`src/rtl/code_decoder_if.sv`:
```
// -----------------------------------------------------------------------------
// code_decoder_if
// Request/response bundle between a requester and the code decoder.
//   start : request pulse, sampled by the decoder only while idle
//   mode  : 00 Gray, 01 excess-3, 10 pass-through, 11 reserved
//   din   : coded word, captured together with start
//   dout  : decoded binary word, held until the next completion
//   stop  : one-cycle completion pulse
//   busy  : conversion in progress (CONV or DONE)
//   err   : error flag of the last completed conversion
// The master modport belongs to the requester and the slave modport to the decoder.
// -----------------------------------------------------------------------------
interface code_decoder_if #(
   parameter int WIDTH = 4
);
   logic             start;
   logic [1:0]       mode;
   logic [WIDTH-1:0] din;
   logic [WIDTH-1:0] dout;
   logic             stop;
   logic             busy;
   logic             err;

   modport master (
      output start, mode, din,
      input  dout, stop, busy, err
   );

   modport slave (
      input  start, mode, din,
      output dout, stop, busy, err
   );
endinterface

```
`src/rtl/code_decoder.sv`:
```
// -----------------------------------------------------------------------------
// code_decoder
// Recovers a binary value from a Gray, excess-3 or plain binary code word.
// The decoder uses a start/stop handshake. Gray words are decoded one bit per
// clock, starting at the MSB. The other modes finish in a single CONV cycle.
// Ports:
//   clk   : system clock, rising edge
//   rst_n : asynchronous active-low reset; aborts a running conversion
//   bus   : code_decoder_if slave modport (start/mode/din in,
//           dout/stop/busy/err out, all outputs registered)
// -----------------------------------------------------------------------------
module code_decoder #(
   parameter int WIDTH = 4
) (
   input  logic           clk,
   input  logic           rst_n,
   code_decoder_if.slave  bus
);

   localparam int CW = (WIDTH > 1) ? $clog2(WIDTH) : 1;

   typedef enum logic [1:0] {
      IDLE = 2'b00,
      CONV = 2'b01,
      DONE = 2'b10
   } state_t;

   state_t           state_r;
   logic [WIDTH-1:0] cin_r;
   logic [1:0]       cmode_r;
   logic [CW-1:0]    cnt_r;
   logic [WIDTH-1:0] acc_r;

   logic [WIDTH-1:0] acc_next;
   logic [WIDTH:0]   acc_ext;
   logic             e_next;
   logic             last_step;

   // The excess-3 digit range is 3..12. Values outside this range are not
   // valid BCD digits. The range check assumes WIDTH = 4.
   function automatic logic xs3_invalid(input logic [WIDTH-1:0] v);
      xs3_invalid = (v < WIDTH'(3)) || (v > WIDTH'(12));
   endfunction

   // Append a zero above the accumulator so that the MSB step is simply
   // 0 ^ cin[MSB]. The Gray recurrence then needs no special case.
   assign acc_ext = {1'b0, acc_r};

   // Compute the next accumulator value, the error flag and the last-step
   // flag for the current CONV cycle.
   always_comb begin
      acc_next  = acc_r;
      e_next    = 1'b0;
      last_step = 1'b1;
      case (cmode_r)
         2'b00: begin
            // Resolve only bit cnt_r in this cycle: acc[i] = acc[i+1] ^ cin[i].
            for (int i = 0; i < WIDTH; i++) begin
               if (int'(cnt_r) == i) begin
                  acc_next[i] = acc_ext[i+1] ^ cin_r[i];
               end else begin
                  acc_next[i] = acc_r[i];
               end
            end
            last_step = (cnt_r == {CW{1'b0}});
         end
         2'b01: begin
            // An out-of-range word still returns the raw difference on dout.
            acc_next = cin_r - WIDTH'(3);
            e_next   = xs3_invalid(cin_r);
         end
         2'b10: begin
            acc_next = cin_r;
            e_next   = 1'b0;
         end
         default: begin
            acc_next = {WIDTH{1'b0}};
            e_next   = 1'b1;
         end
      endcase
   end

   // Control FSM, capture registers, accumulator and all registered outputs.
   always_ff @(posedge clk or negedge rst_n) begin
      if (!rst_n) begin
         state_r  <= IDLE;
         cin_r    <= {WIDTH{1'b0}};
         cmode_r  <= 2'b00;
         cnt_r    <= {CW{1'b0}};
         acc_r    <= {WIDTH{1'b0}};
         bus.dout <= {WIDTH{1'b0}};
         bus.stop <= 1'b0;
         bus.busy <= 1'b0;
         bus.err  <= 1'b0;
      end else begin
         case (state_r)
            IDLE: begin
               bus.stop <= 1'b0;
               if (bus.start) begin
                  cin_r    <= bus.din;
                  cmode_r  <= bus.mode;
                  cnt_r    <= (bus.mode == 2'b00) ? CW'(WIDTH - 1) : {CW{1'b0}};
                  acc_r    <= {WIDTH{1'b0}};
                  bus.busy <= 1'b1;
                  state_r  <= CONV;
               end else begin
                  bus.busy <= 1'b0;
                  state_r  <= IDLE;
               end
            end
            CONV: begin
               acc_r <= acc_next;
               // On the final step, publish the result directly from acc_next.
               // This sets dout on the same edge that enters DONE.
               if (last_step) begin
                  bus.dout <= acc_next;
                  bus.err  <= e_next;
                  bus.stop <= 1'b1;
                  state_r  <= DONE;
               end else begin
                  cnt_r    <= cnt_r - CW'(1);
                  state_r  <= CONV;
               end
            end
            DONE: begin
               bus.stop <= 1'b0;
               bus.busy <= 1'b0;
               state_r  <= IDLE;
            end
            default: begin
               bus.stop <= 1'b0;
               bus.busy <= 1'b0;
               state_r  <= IDLE;
            end
         endcase
      end
   end

endmodule
```
`src/flat_wrapper.sv`:
```
// flat-port wrapper written by rule: the top's interface ports become plain ports
module code_decoder_flat 
#(
   parameter int WIDTH = 4
)
  (clk, rst_n, bus_start, bus_mode, bus_din, bus_dout, bus_stop, bus_busy, bus_err);
  code_decoder_if #(.WIDTH(WIDTH)) bus_i ();
  input  logic clk;
  input  logic rst_n;
  input wire logic [$bits(bus_i.start)-1:0] bus_start;
  input wire logic [$bits(bus_i.mode)-1:0] bus_mode;
  input wire logic [$bits(bus_i.din)-1:0] bus_din;
  output wire logic [$bits(bus_i.dout)-1:0] bus_dout;
  output wire logic [$bits(bus_i.stop)-1:0] bus_stop;
  output wire logic [$bits(bus_i.busy)-1:0] bus_busy;
  output wire logic [$bits(bus_i.err)-1:0] bus_err;
  assign bus_i.start = bus_start;
  assign bus_i.mode = bus_mode;
  assign bus_i.din = bus_din;
  assign bus_dout = bus_i.dout;
  assign bus_stop = bus_i.stop;
  assign bus_busy = bus_i.busy;
  assign bus_err = bus_i.err;
  code_decoder #(.WIDTH(WIDTH)) u_core (.clk(clk), .rst_n(rst_n), .bus(bus_i));
endmodule
```
`config.mk`:
```
export PLATFORM = sky130hd
export DESIGN_NAME = code_decoder_flat
export DESIGN_NICKNAME = d
export VERILOG_FILES = /design/src/rtl/code_decoder_if.sv /design/src/rtl/code_decoder.sv /design/src/flat_wrapper.sv
export SDC_FILE = /design/constraint.sdc
export NUM_CORES = 1
export LEC_CHECK = 0
export CAP_MARGIN = 25
export CORE_MARGIN = 2
export CORE_UTILIZATION = 40
export CTS_CLUSTER_DIAMETER = 120
export DETAILED_ROUTE_END_ITERATION = 16
export PLACE_DENSITY_LB_ADDON = 0.3
export SYNTH_ARGS = -nofsm -noshare
export SYNTH_HDL_FRONTEND = slang
export SYNTH_SLANG_ARGS = --single-unit
```
`constraint.sdc`:
```
create_clock -name clk -period 1.75 [get_ports clk]
set_input_delay 0.35 -clock clk [delete_from_list [all_inputs] [get_ports clk]]
set_output_delay 0.35 -clock clk [all_outputs]
set_load 0.02 [all_outputs]
```
# [Word level (Yosys, flattened, before mapping)]
# Index checks and enable logic that the tools add are counted.
[totals] reg_bits=21 inputBits=9
[op_classes] addsub=2 order_cmp=2 eq_ne=9 muxes=20 bitwise=3 n_reduce_logical=12
[ops] op="case mux 4 bit (3 select lines)" n=1
[ops] op="logical NOT 2 bit" n=5
[ops] op="two-way mux 1 bit" n=9
[ops] op="two-way mux 2 bit" n=4
[ops] op="case mux 2 bit (2 select lines)" n=2
[ops] op="case mux 4 bit (2 select lines)" n=1
[ops] op="== test 2 x 1 -> 1 bit, second input constant" n=3
[ops] op="== test 2 bit, second input constant" n=3
[ops] op="AND reduction 2 bit" n=3
[ops] op="> comparator 4 bit, second input constant" n=1
[ops] op="less-than comparator 4 x 2 -> 1 bit, second input constant" n=1
[ops] op="two-way mux 4 bit" n=1
[ops] op="inequality test 2 bit, second input constant" n=2
[ops] op="case mux 1 bit (2 select lines)" n=2
[ops] op="subtractor 4 x 2 -> 4 bit, second input constant" n=1
[ops] op="AND reduction 3 bit" n=1
[ops] op="XOR 1 bit" n=3
[ops] op="inequality test 2 x 1 -> 1 bit, second input constant" n=1
[ops] op="nonzero test 2 bit" n=1
[ops] op="OR reduction 2 bit" n=1
[ops] op="subtractor 2 x 1 -> 2 bit, second input constant" n=1
[ops] op="logical OR 1 bit" n=1

# [Longest topological paths before layout]
# Gate-level depths: netlist (run 1).
[logic_depth] depth_word=4 ltp_mapped=6

# [Worst setup path after synthesis (run 1)]
# OpenSTA, ideal clock, no wires.
[synth_timing] path_kind="reg-to-reg" startpoint="reg u_core.cnt_r[0]" endpoint="reg u_core.cnt_r[0]" setup_time_ns=0.127 t_arrival_ns=1.442 t_required_ns=1.623 path_slack_ns=0.181 stages_incl_launch_ff=7 path_buffers=0 period_less_slack_ns=1.569 cell_sequence="dfrtp_1 inv_1 ha_1 nor3_4 mux2i_1 nor2_4 mux2_1"
[synth_between] elab_chain_len=4
[synth_lines] element="from (decl)" line="code_decoder.sv:31" text="logic [CW-1:0] cnt_r;"
[synth_lines] element="from (signal assigned)" line="code_decoder.sv:89" text="cnt_r <= {CW{1'b0}};"
[synth_lines] element="from (signal assigned)" line="code_decoder.sv:102" text="cnt_r <= (bus.mode == 2'b00) ? CW'(WIDTH - 1) : {CW{1'b0}};"
[synth_lines] element="from (signal assigned)" line="code_decoder.sv:121" text="cnt_r <= cnt_r - CW'(1);"
[synth_lines] element="parallel branches: the longest is 4 deep, another holds subtractor 2 x 1 -> 2 bit"
# Parallel ways; which one is timed is not known. The select of a mux whose other input is x is not followed.
# A chain may end at the register's enable or synchronous reset.

# [Worst setup path after layout (run 1)]
[layout_timing] startpoint="reg u_core.cmode_r[1]" endpoint="reg u_core.acc_r[2]"
[layout_between] elab_chain_len=3
[layout_lines] element="from (decl)" line="code_decoder.sv:30" text="logic [1:0] cmode_r;"
[layout_lines] element="from (signal assigned)" line="code_decoder.sv:101" text="cmode_r <= bus.mode;"
[layout_lines] element="== test 2 bit, or another cell as far along" line="code_decoder.sv:55" text="case (cmode_r)"
[layout_lines] element="case mux 4 bit (3 select lines) (*)" line="code_decoder.sv:55"
[layout_lines] element="case mux 4 bit (2 select lines) (*)" line="code_decoder.sv:96" text="case (state_r)"
[layout_lines] element="to (signal assigned)" line="code_decoder.sv:90" text="acc_r <= {WIDTH{1'b0}};"
[layout_lines] element="to (signal assigned)" line="code_decoder.sv:103" text="acc_r <= {WIDTH{1'b0}};"
[layout_lines] element="to (signal assigned)" line="code_decoder.sv:112" text="acc_r <= acc_next;"
[layout_lines] element="to (decl)" line="code_decoder.sv:32" text="logic [WIDTH-1:0] acc_r;"
# Every way passes the cells marked *; elsewhere a longest branch is shown, timed or not.

==> results of run 1 <==
## power breakdown
part | total, µW | internal [µW] | switching, µW | leakage [µW]
Sequential | 975 | 709 | 266 | 0.000263
Combinational | 1440 | 710 | 728 | 0.000317
Clock | 232 | 85.2 | 147 | 0.0000177
## cells by family after synthesis
kind of cell    synth area share
simple gates               0.164
xor+xnor                  0.0226
flops                      0.451
buf+inv                   0.0462
mux                       0.0945
compound gates             0.157
fa+ha+maj                 0.0644
## critical path, cell delays in order, from the launching register on
cell and delay (ns):
dfrtp_1 0.66, and2b_4 0.27, a21o_1 0.19, a211oi_2 0.31
o21ai_1 0.09
## routing by layer
layer	wire length (µm)	vias up
met3	47	6
li1	-	401
met4	47	0
met2	1140	14
met1	1000	414
met5	0	-
## through the flow
step                      setup slack, ns  power [µW]  hold WS, ns  instances
after floorplan                     0.181        2010       0.0544        103
after global placement             0.0902        2370        0.472        151
after global routing               0.0122        2860        0.385        155
after CTS                          0.0592        2660        0.377        155
final                               0.124        2650        0.372        155
after detailed placement           0.0418        2420        0.473        151
## flip-flops by register name, summed over array words and instances, names as in the netlist
name,flops
u_core.acc_r,4
u_core.bus.dout,4
u_core.cin_r,4
u_core.cmode_r,2
u_core.cnt_r,2
u_core.state_r,2
u_core.bus.busy,1
u_core.bus.err,1
u_core.bus.stop,1
## layout make-up
type / count / area, µm² / share of cell area
Multi-Input combinational cell: 74 / 588 / 0.423
Sequential cell: 21 / 526 / 0.378
Timing Repair Buffer: 21 / 195 / 0.140
Tap cell: 31 / 38.8 / 0.0279
Clock buffer: 3 / 22.5 / 0.0162
Inverter: 4 / 15.0 / 0.0108
Clock inverter: 1 / 5.00 / 0.00360
## synthesized netlist by cell type, types with 2 or more instances
| master | number | area share |
|---|---|---|
| a21o_1 | 2 | 0.013 |
| a21oi_1 | 4 | 0.017 |
| a22o_1 | 2 | 0.015 |
| buf_6 | 3 | 0.029 |
| dfrtp_1 | 21 | 0.45 |
| ha_1 | 6 | 0.064 |
| inv_1 | 4 | 0.013 |
| mux2_1 | 3 | 0.029 |
| mux2_2 | 5 | 0.048 |
| mux2i_1 | 2 | 0.017 |
| nand2_1 | 6 | 0.019 |
| nand2b_1 | 4 | 0.021 |
| nor2_1 | 7 | 0.023 |
| nor2_4 | 2 | 0.019 |
| nor3_1 | 2 | 0.0086 |
| o21ai_0 | 6 | 0.026 |
| o21ai_1 | 2 | 0.0086 |
| xnor2_1 | 2 | 0.015 |
## worst min-delay path by stage
stage,startpoint,end,slack (ns),cells after the start
6_report,rst_n,u_core.bus.busy$_DFFE_PN0N_,0.37,2
2_1_floorplan,rst_n,u_core.acc_r[0]$_DFFE_PN0P_,0.05,0
4_1_cts,rst_n,u_core.cnt_r[1]$_DFFE_PN0P_,0.38,2
3_5_place_dp,u_core.bus.busy$_DFFE_PN0N_,u_core.bus.busy$_DFFE_PN0N_,0.47,1
3_3_place_gp,u_core.bus.dout[3]$_DFFE_PN0P_,u_core.bus.dout[3]$_DFFE_PN0P_,0.47,1
5_1_grt,rst_n,u_core.state_r[0]$_DFF_PN0_,0.39,2
==> impl_metrics.ini, run 1 <==
[outcome]
status = finished, final reports clean

[grt]
track_usage = 0.149
busiest_layer = met2
grt_pass1_vias = 863
use_met3 = 0.0201
antenna_found_initial = 0
grt_pass1_wl_um = 3770
grt_use_met2 = 0.252
grt_max_degree = 22
gr-total-overflow = 0
use_met1 = 0.182

[cts]
post_cts_buffers = 0
numCtsBuffers = 3
cts_tree = done
clock_path_buffers = 2
clkTransAtPathRegs_ns = 0.12
h-tree-depth = 1
clkLatencyLatePin_ns = 0.30
cts-resized-gates = 0
holdBufCountCts = 0
cts_sinks = 21
cts-root-buf = clkbuf_4

[sta]
hold_viol_final = 0
rsz0062_at_grt = no
finalSetupViolations = 0
max_freq_ghz = 0.615
period_needed_ns = 1.63
max_slew_margin = 0.680
fin_worst_skew_ns = 0.00300
tightest_slew_ns = 0.481
timing.setup.tns_ns = 0
period_share = 0.929
slew_viol_final = 0

[final_layout]
final_core_util = 0.504
layout_commonest_cell = dfrtp_1
synthToLayoutAreaGrowth_pct = 19.3
final_nets = 140
mostFrequentLayoutCells = 21 x dfrtp_1, 15 x clkdlybuf4s50_1, 7 x nor2_1
design_area_mm2 = 0.00139
antenna_cells = 0
nFillCells = 239
drive_gt1_frac = 0.210

[critical_path]
cp-start-kind = flop
required_ns = 1.94
r2r_end = u_core.acc_r[2]$_DFFE_PN0P_
critPathCaptureType = flop
crit_start = u_core.cmode_r[1]$_DFFE_PN0P_
r2r_slack_ns = 0.12
r2r_cells = 4
crit_type = flop to flop
r2r-start = u_core.cmode_r[1]$_DFFE_PN0P_
cp.arrival_ns = 1.82
crit_path_end = u_core.acc_r[2]$_DFFE_PN0P_
path_max_fanout = 11

[route]
viasPerCell = 5.39
wire_per_inst_um = 14.5
antenna_left = 0
drc = 0
drt_first_pass_iters = 4
wl_um = 2240
drt-initial-drc-count = 25
vias = 835

[floorplan]
die_area_mm2 = 0.00336
top_level_ports = 16
chipHeight_um = 58.0
core-area_mm2 = 0.00276
start_util = 0.422
die_w_um = 58.0
num_rows = 19

[yosys]
ys_ff_latch = 21
yosysWarningCount = 0
ys.flop_type = dfrtp_1
syn_inst = 103
ys_types = 38
synth-edff-count = 0
ys_seq_area_frac = 0.451
synthArstFlopShare = 1.00
avgSynthCellArea_um2 = 11.3
syn-num-nets = 118
syn_area_mm2 = 0.00116

[placed_design]
dpl_cell_area_mm2 = 0.00136
io_buffers = 15
place.gp.congestion = 0.827
hpwlAfterDp_um = 1790

[run]
cap_violations = 0

[power_and_ir_drop]
p_leak_uw = 0.000598
vdd_drop_max_uv = 1210
power_density_mw_per_mm2 = 1900

[hold_path]
hold_class = input port to asynchronous set/reset pin
Power figures use the tool's default switching activity.
==> run 2, diff against run 1 <==
--- a/config.mk
+++ b/config.mk
@@ -7,7 +7,7 @@
 export LEC_CHECK = 0
 export CAP_MARGIN = 25
 export CORE_MARGIN = 2
-export CORE_UTILIZATION = 40
+export CORE_UTILIZATION = 53
 export CTS_CLUSTER_DIAMETER = 120
 export DETAILED_ROUTE_END_ITERATION = 16
 export PLACE_DENSITY_LB_ADDON = 0.3
==> impl_metrics.ini, run 2 (synthesis gave the netlist of run 1 again) <==
[outcome]
status = finished, final reports clean

[cts]
clkTransAtPathRegs_ns = 0.11
cts-root-buf = clkbuf_4
cts_tree = done
cts_sinks = 21
h-tree-depth = 1
clkLatencyLatePin_ns = 0.29
clock_path_buffers = 2
numCtsBuffers = 3

[sta]
tightest_slew_ns = 0.456
slew_viol_final = 0
max_slew_margin = 0.696
finalSetupViolations = 0
rsz0062_at_grt = no
hold_viol_final = 0
timing.setup.tns_ns = 0
fin_worst_skew_ns = 0.00538
max_freq_ghz = 0.609
period_share = 0.938
period_needed_ns = 1.64
hold_slack_ns = 0.378

[grt]
grt_pass1_vias = 805
grt_pass1_wl_um = 3750
grt_max_degree = 22
antenna_found_initial = 0
gr-total-overflow = 0
track_usage = 0.196

[power_and_ir_drop]
power_density_mw_per_mm2 = 1900
pwr-share-clk = 0.085
netSwitchingFraction = 0.424
vdd_drop_max_uv = 1000
power.share.sequential = 0.364
p_comb_frac = 0.551
p_leak_uw = 0.000600
intPower_uw = 1520
p_sw_uw = 1120

[final_layout]
layout_commonest_cell = dfrtp_1
top_regs = u_core.acc_r x4, u_core.bus.dout x4, u_core.cin_r x4
drive_gt1_frac = 0.208
mostFrequentLayoutCells = 21 x dfrtp_1, 15 x clkdlybuf4s50_1, 7 x nor2_1, 7 x buf_4
design_area_mm2 = 0.00139
antenna_cells = 0
synthToLayoutAreaGrowth_pct = 19.4
final_nets = 141

[critical_path]
r2r_cells = 6
crit_buf_inv = 1
cp.arrival_ns = 1.83
cp-start-kind = flop
required_ns = 1.94
slowest_stage = dfrtp_1
path_max_fanout = 4
max_stage_delay_ns = 0.40
critPathCaptureType = flop
crit_family = multiplexers
cp_cell_sequence = buf_4, ha_1, nor2_1, mux2i_1, o2bb2ai_1, mux2_1
path_depth = 6
crit_type = flop to flop

[floorplan]
die_w_um = 50.9
top_level_ports = 16
die_area_mm2 = 0.00259
start_util = 0.576
chipHeight_um = 50.9
num_rows = 16
core-area_mm2 = 0.00202

[run]
cap_violations = 0

[route]
drt-initial-drc-count = 15
drt_first_pass_iters = 4
drc = 0
wire_per_inst_um = 13.9
wl_um = 2110
vias = 822
viasPerCell = 5.41
antenna_left = 0

[placed_design]
io_buffers = 15
place.gp.congestion = 0.838
dpl_cell_area_mm2 = 0.00136
hpwlAfterDp_um = 1730

[hold_path]
hold_class = input port to asynchronous set/reset pin
==> run 2: cell types whose count changed in the layout (fill, tap and decap cells not counted), sizes merged <==
| cell | delta |
|---|---|
| buf | +1 |
| clkbuf | +1 |
| clkinv | -1 |
==> run 2: power by group through the flow <==
stage | registers, µW | clock network [µW] | logic [µW]
floorplan | 968 | 0 | 1040
global placement | 959 | 0 | 1410
detailed placement | 971 | 0 | 1460
CTS | 959 | 230 | 1460
global route | 1000 | 259 | 1610
finish | 960 | 224 | 1450
==> run 2: cell type report <==
cell class / instances / area, µm²
clock buffer: 4 / 26.3
sequential: 21 / 526
timing repair buffer: 22 / 203
tap: 27 / 33.8
multi-input combinational: 74 / 588
inverter: 4 / 15.0
fill: 153 / 631
==> run 2: path summary, 6_finish.rpt <==
check / startpoint / to / slack [ns]
worst max register to register: u_core.cnt_r[0]$_DFFE_PN0P_ / u_core.bus.dout[3]$_DFFE_PN0P_ / 0.11
worst min register to register: u_core.bus.busy$_DFFE_PN0N_ / u_core.bus.busy$_DFFE_PN0N_ / 0.49
min in group clk: u_core.bus.busy$_DFFE_PN0N_ / u_core.bus.busy$_DFFE_PN0N_ / 0.49
worst max-delay path: u_core.cnt_r[0]$_DFFE_PN0P_ / u_core.bus.dout[3]$_DFFE_PN0P_ / 0.11
max in group asynchronous: rst_n / u_core.acc_r[1]$_DFFE_PN0P_ / 1.16
worst min-delay path: rst_n / u_core.acc_r[3]$_DFFE_PN0P_ / 0.38
==> run 2: metrics by stage <==
step           instances  total power (µW)  worst slack [ns]  utilization
2_1_floorplan        103              2010             0.181            -
3_3_place_gp         148              2370             0.108        0.674
3_5_place_dp         148              2430            0.0409        0.674
4_1_cts              152              2650            0.0825        0.687
5_1_grt              152              2870            0.0182        0.688
6_report             152              2640             0.109        0.688
==> run 2: repair_timing <==
action	in CTS	in global routing
gates resized for setup	0	1
hold buffers	0	0
endpoints found under the setup margin	0	2
buffers inserted	0	0
==> run 2: routing by layer <==
| layer | GRT usage | share of wire | up-vias |
|---|---|---|---|
| met4 | 0.0495 | 0 | 0 |
| li1 | - | - | 410 |
| met2 | 0.303 | 0.47 | 10 |
| met5 | 0 | 0 | - |
| met1 | 0.284 | 0.50 | 402 |
| met3 | 0.0380 | 0.029 | 0 |
==> run 3, diff against run 2 <==
--- a/config.mk
+++ b/config.mk
@@ -7,7 +7,7 @@
 export LEC_CHECK = 0
 export CAP_MARGIN = 25
 export CORE_MARGIN = 2
-export CORE_UTILIZATION = 53
+export CORE_UTILIZATION = 45
 export CTS_CLUSTER_DIAMETER = 120
 export DETAILED_ROUTE_END_ITERATION = 16
 export PLACE_DENSITY_LB_ADDON = 0.3
==> impl_metrics.ini, run 3 (synthesis gave the netlist of run 1 again) <==
[outcome]
status = finished, final reports clean

[sta]
fin_worst_skew_ns = 0.00246
max_slew_margin = 0.702
finalSetupViolations = 0
period_needed_ns = 1.63
period_share = 0.933
rsz0062_at_grt = no
max_freq_ghz = 0.613
tightest_slew_ns = 0.447
timing.setup.tns_ns = 0
hold_viol_final = 0
slew_viol_final = 0

[critical_path]
crit_path_end = u_core.bus.dout[0]$_DFFE_PN0P_
r2r_cells = 6
crit_family = flip-flops
critPathCaptureType = flop
crit_start = u_core.cnt_r[1]$_DFFE_PN0P_
path_depth = 6
r2r_slack_ns = 0.12
r2r_end = u_core.bus.dout[0]$_DFFE_PN0P_
slowest_stage = dfrtp_1
max_stage_delay_ns = 0.43
crit_buf_inv = 2
cp_cell_sequence = inv_1, ha_2, nor3_4, buf_4, nor2_4, mux2_2
cp.arrival_ns = 1.83
required_ns = 1.94
path_max_fanout = 7
cp-start-kind = flop
crit_type = flop to flop
r2r-start = u_core.cnt_r[1]$_DFFE_PN0P_

[final_layout]
design_area_mm2 = 0.00140
synthToLayoutAreaGrowth_pct = 19.8
final_nets = 141
drive_gt1_frac = 0.208
multi_input_area_um2 = 588
mostFrequentLayoutCells = 21 x dfrtp_1, 15 x clkdlybuf4s50_1, 7 x nor2_1, 7 x buf_4
antenna_cells = 0
nFillCells = 216
layout_commonest_cell = dfrtp_1
top_regs = u_core.acc_r x4, u_core.bus.dout x4, u_core.cin_r x4
seqCellArea_um2 = 526

[cts]
holdBufCountCts = 0
cts_sinks = 21
post_cts_buffers = 0
clkTransAtPathRegs_ns = 0.11
clock_path_buffers = 2
clkLatencyLatePin_ns = 0.30
cts-root-buf = clkbuf_4
cts_tree = done
h-tree-depth = 1
numCtsBuffers = 3

[grt]
use_met3 = 0.0355
busiest_layer = met2
antenna_found_initial = 0
grt_use_met2 = 0.280
gr-total-overflow = 0
grt_pass1_vias = 827
use_met1 = 0.247
grt_pass1_wl_um = 3800
track_usage = 0.184
grt_max_degree = 22

[placed_design]
hpwlAfterDp_um = 1710
place.gp.congestion = 0.859
io_buffers = 15
dpl_cell_area_mm2 = 0.00137

[route]
drt-initial-drc-count = 13
wl_um = 2290
antenna_left = 0
drt_first_pass_iters = 4
viasPerCell = 5.34
wire_per_inst_um = 14.8
vias = 827
drc = 0

[power_and_ir_drop]
totalPowerFinal_uw = 2660
power_density_mw_per_mm2 = 1910
vdd_drop_max_uv = 1080
p_leak_uw = 0.000600

[run]
cap_violations = 0

[floorplan]
core-area_mm2 = 0.00245
die_w_um = 54.9
start_util = 0.475
die_area_mm2 = 0.00301
top_level_ports = 16
num_rows = 18
chipHeight_um = 54.9

[hold_path]
hold_class = input port to asynchronous set/reset pin
## run 3: cell counts in the layout (fill, tap and decap cells not counted)
Identical to the previous run, type by type.
## run 3: timing repair
action / 4_1_cts / 5_1_grt
gates resized for setup: 0 / 1
endpoints found under the hold margin: 0 / 0
endpoints found under the setup margin: 0 / 3
## run 3: routing by layer
metal  routed length [µm]  vias to the layer above
met4                   42                        0
met3                   67                        6
met5                    0                        -
li1                     -                      405
met1                 1110                      400
met2                 1070                       16
## run 3: where the power goes
part	leakage, µW	total, µW	switching [µW]	internal (µW)
sequential	0.000263	978	269	709
clock	0.0000150	229	140	88.8
combinational	0.000322	1460	731	724
total	0.000600	2660	1140	1520
## run 3: stage by stage
| stage | std cells | hold slack, ns | setup slack [ns] | util |
|---|---|---|---|---|
| after floorplan | 103 | 0.0544 | 0.181 | - |
| after global placement | 151 | 0.468 | 0.0808 | 0.557 |
| after detailed placement | 151 | 0.478 | 0.0455 | 0.557 |
| after CTS | 155 | 0.391 | 0.0620 | 0.567 |
| after global routing | 155 | 0.397 | 0.0363 | 0.568 |
| final | 155 | 0.387 | 0.118 | 0.568 |
## run 3: worst min path at each step
stage	startpoint	endpoint	slack [ns]	depth (start not counted)
2_1_floorplan	rst_n	u_core.acc_r[0]$_DFFE_PN0P_	0.05	0
3_3_place_gp	u_core.bus.dout[3]$_DFFE_PN0P_	u_core.bus.dout[3]$_DFFE_PN0P_	0.47	1
3_5_place_dp	u_core.bus.busy$_DFFE_PN0N_	u_core.bus.busy$_DFFE_PN0N_	0.48	1
4_1_cts	rst_n	u_core.acc_r[3]$_DFFE_PN0P_	0.39	2
5_1_grt	rst_n	u_core.cin_r[0]$_DFFE_PN0P_	0.40	2
6_report	rst_n	u_core.acc_r[3]$_DFFE_PN0P_	0.39	2
## run 3: layout make-up
type	count	area share
well taps	30	0.0269
clock buffers	4	0.0188
inverters	4	0.0108
repair buffers	22	0.145
flip-flops and latches	21	0.377
multi-input cells	74	0.422
## run 3: worst reg2reg max path, cell delays in order (launching register included)
cell,delay [ns]
dfrtp_1,0.43
inv_1,0.10
ha_2,0.26
nor3_4,0.05
buf_4,0.15
nor2_4,0.19
mux2_2,0.36
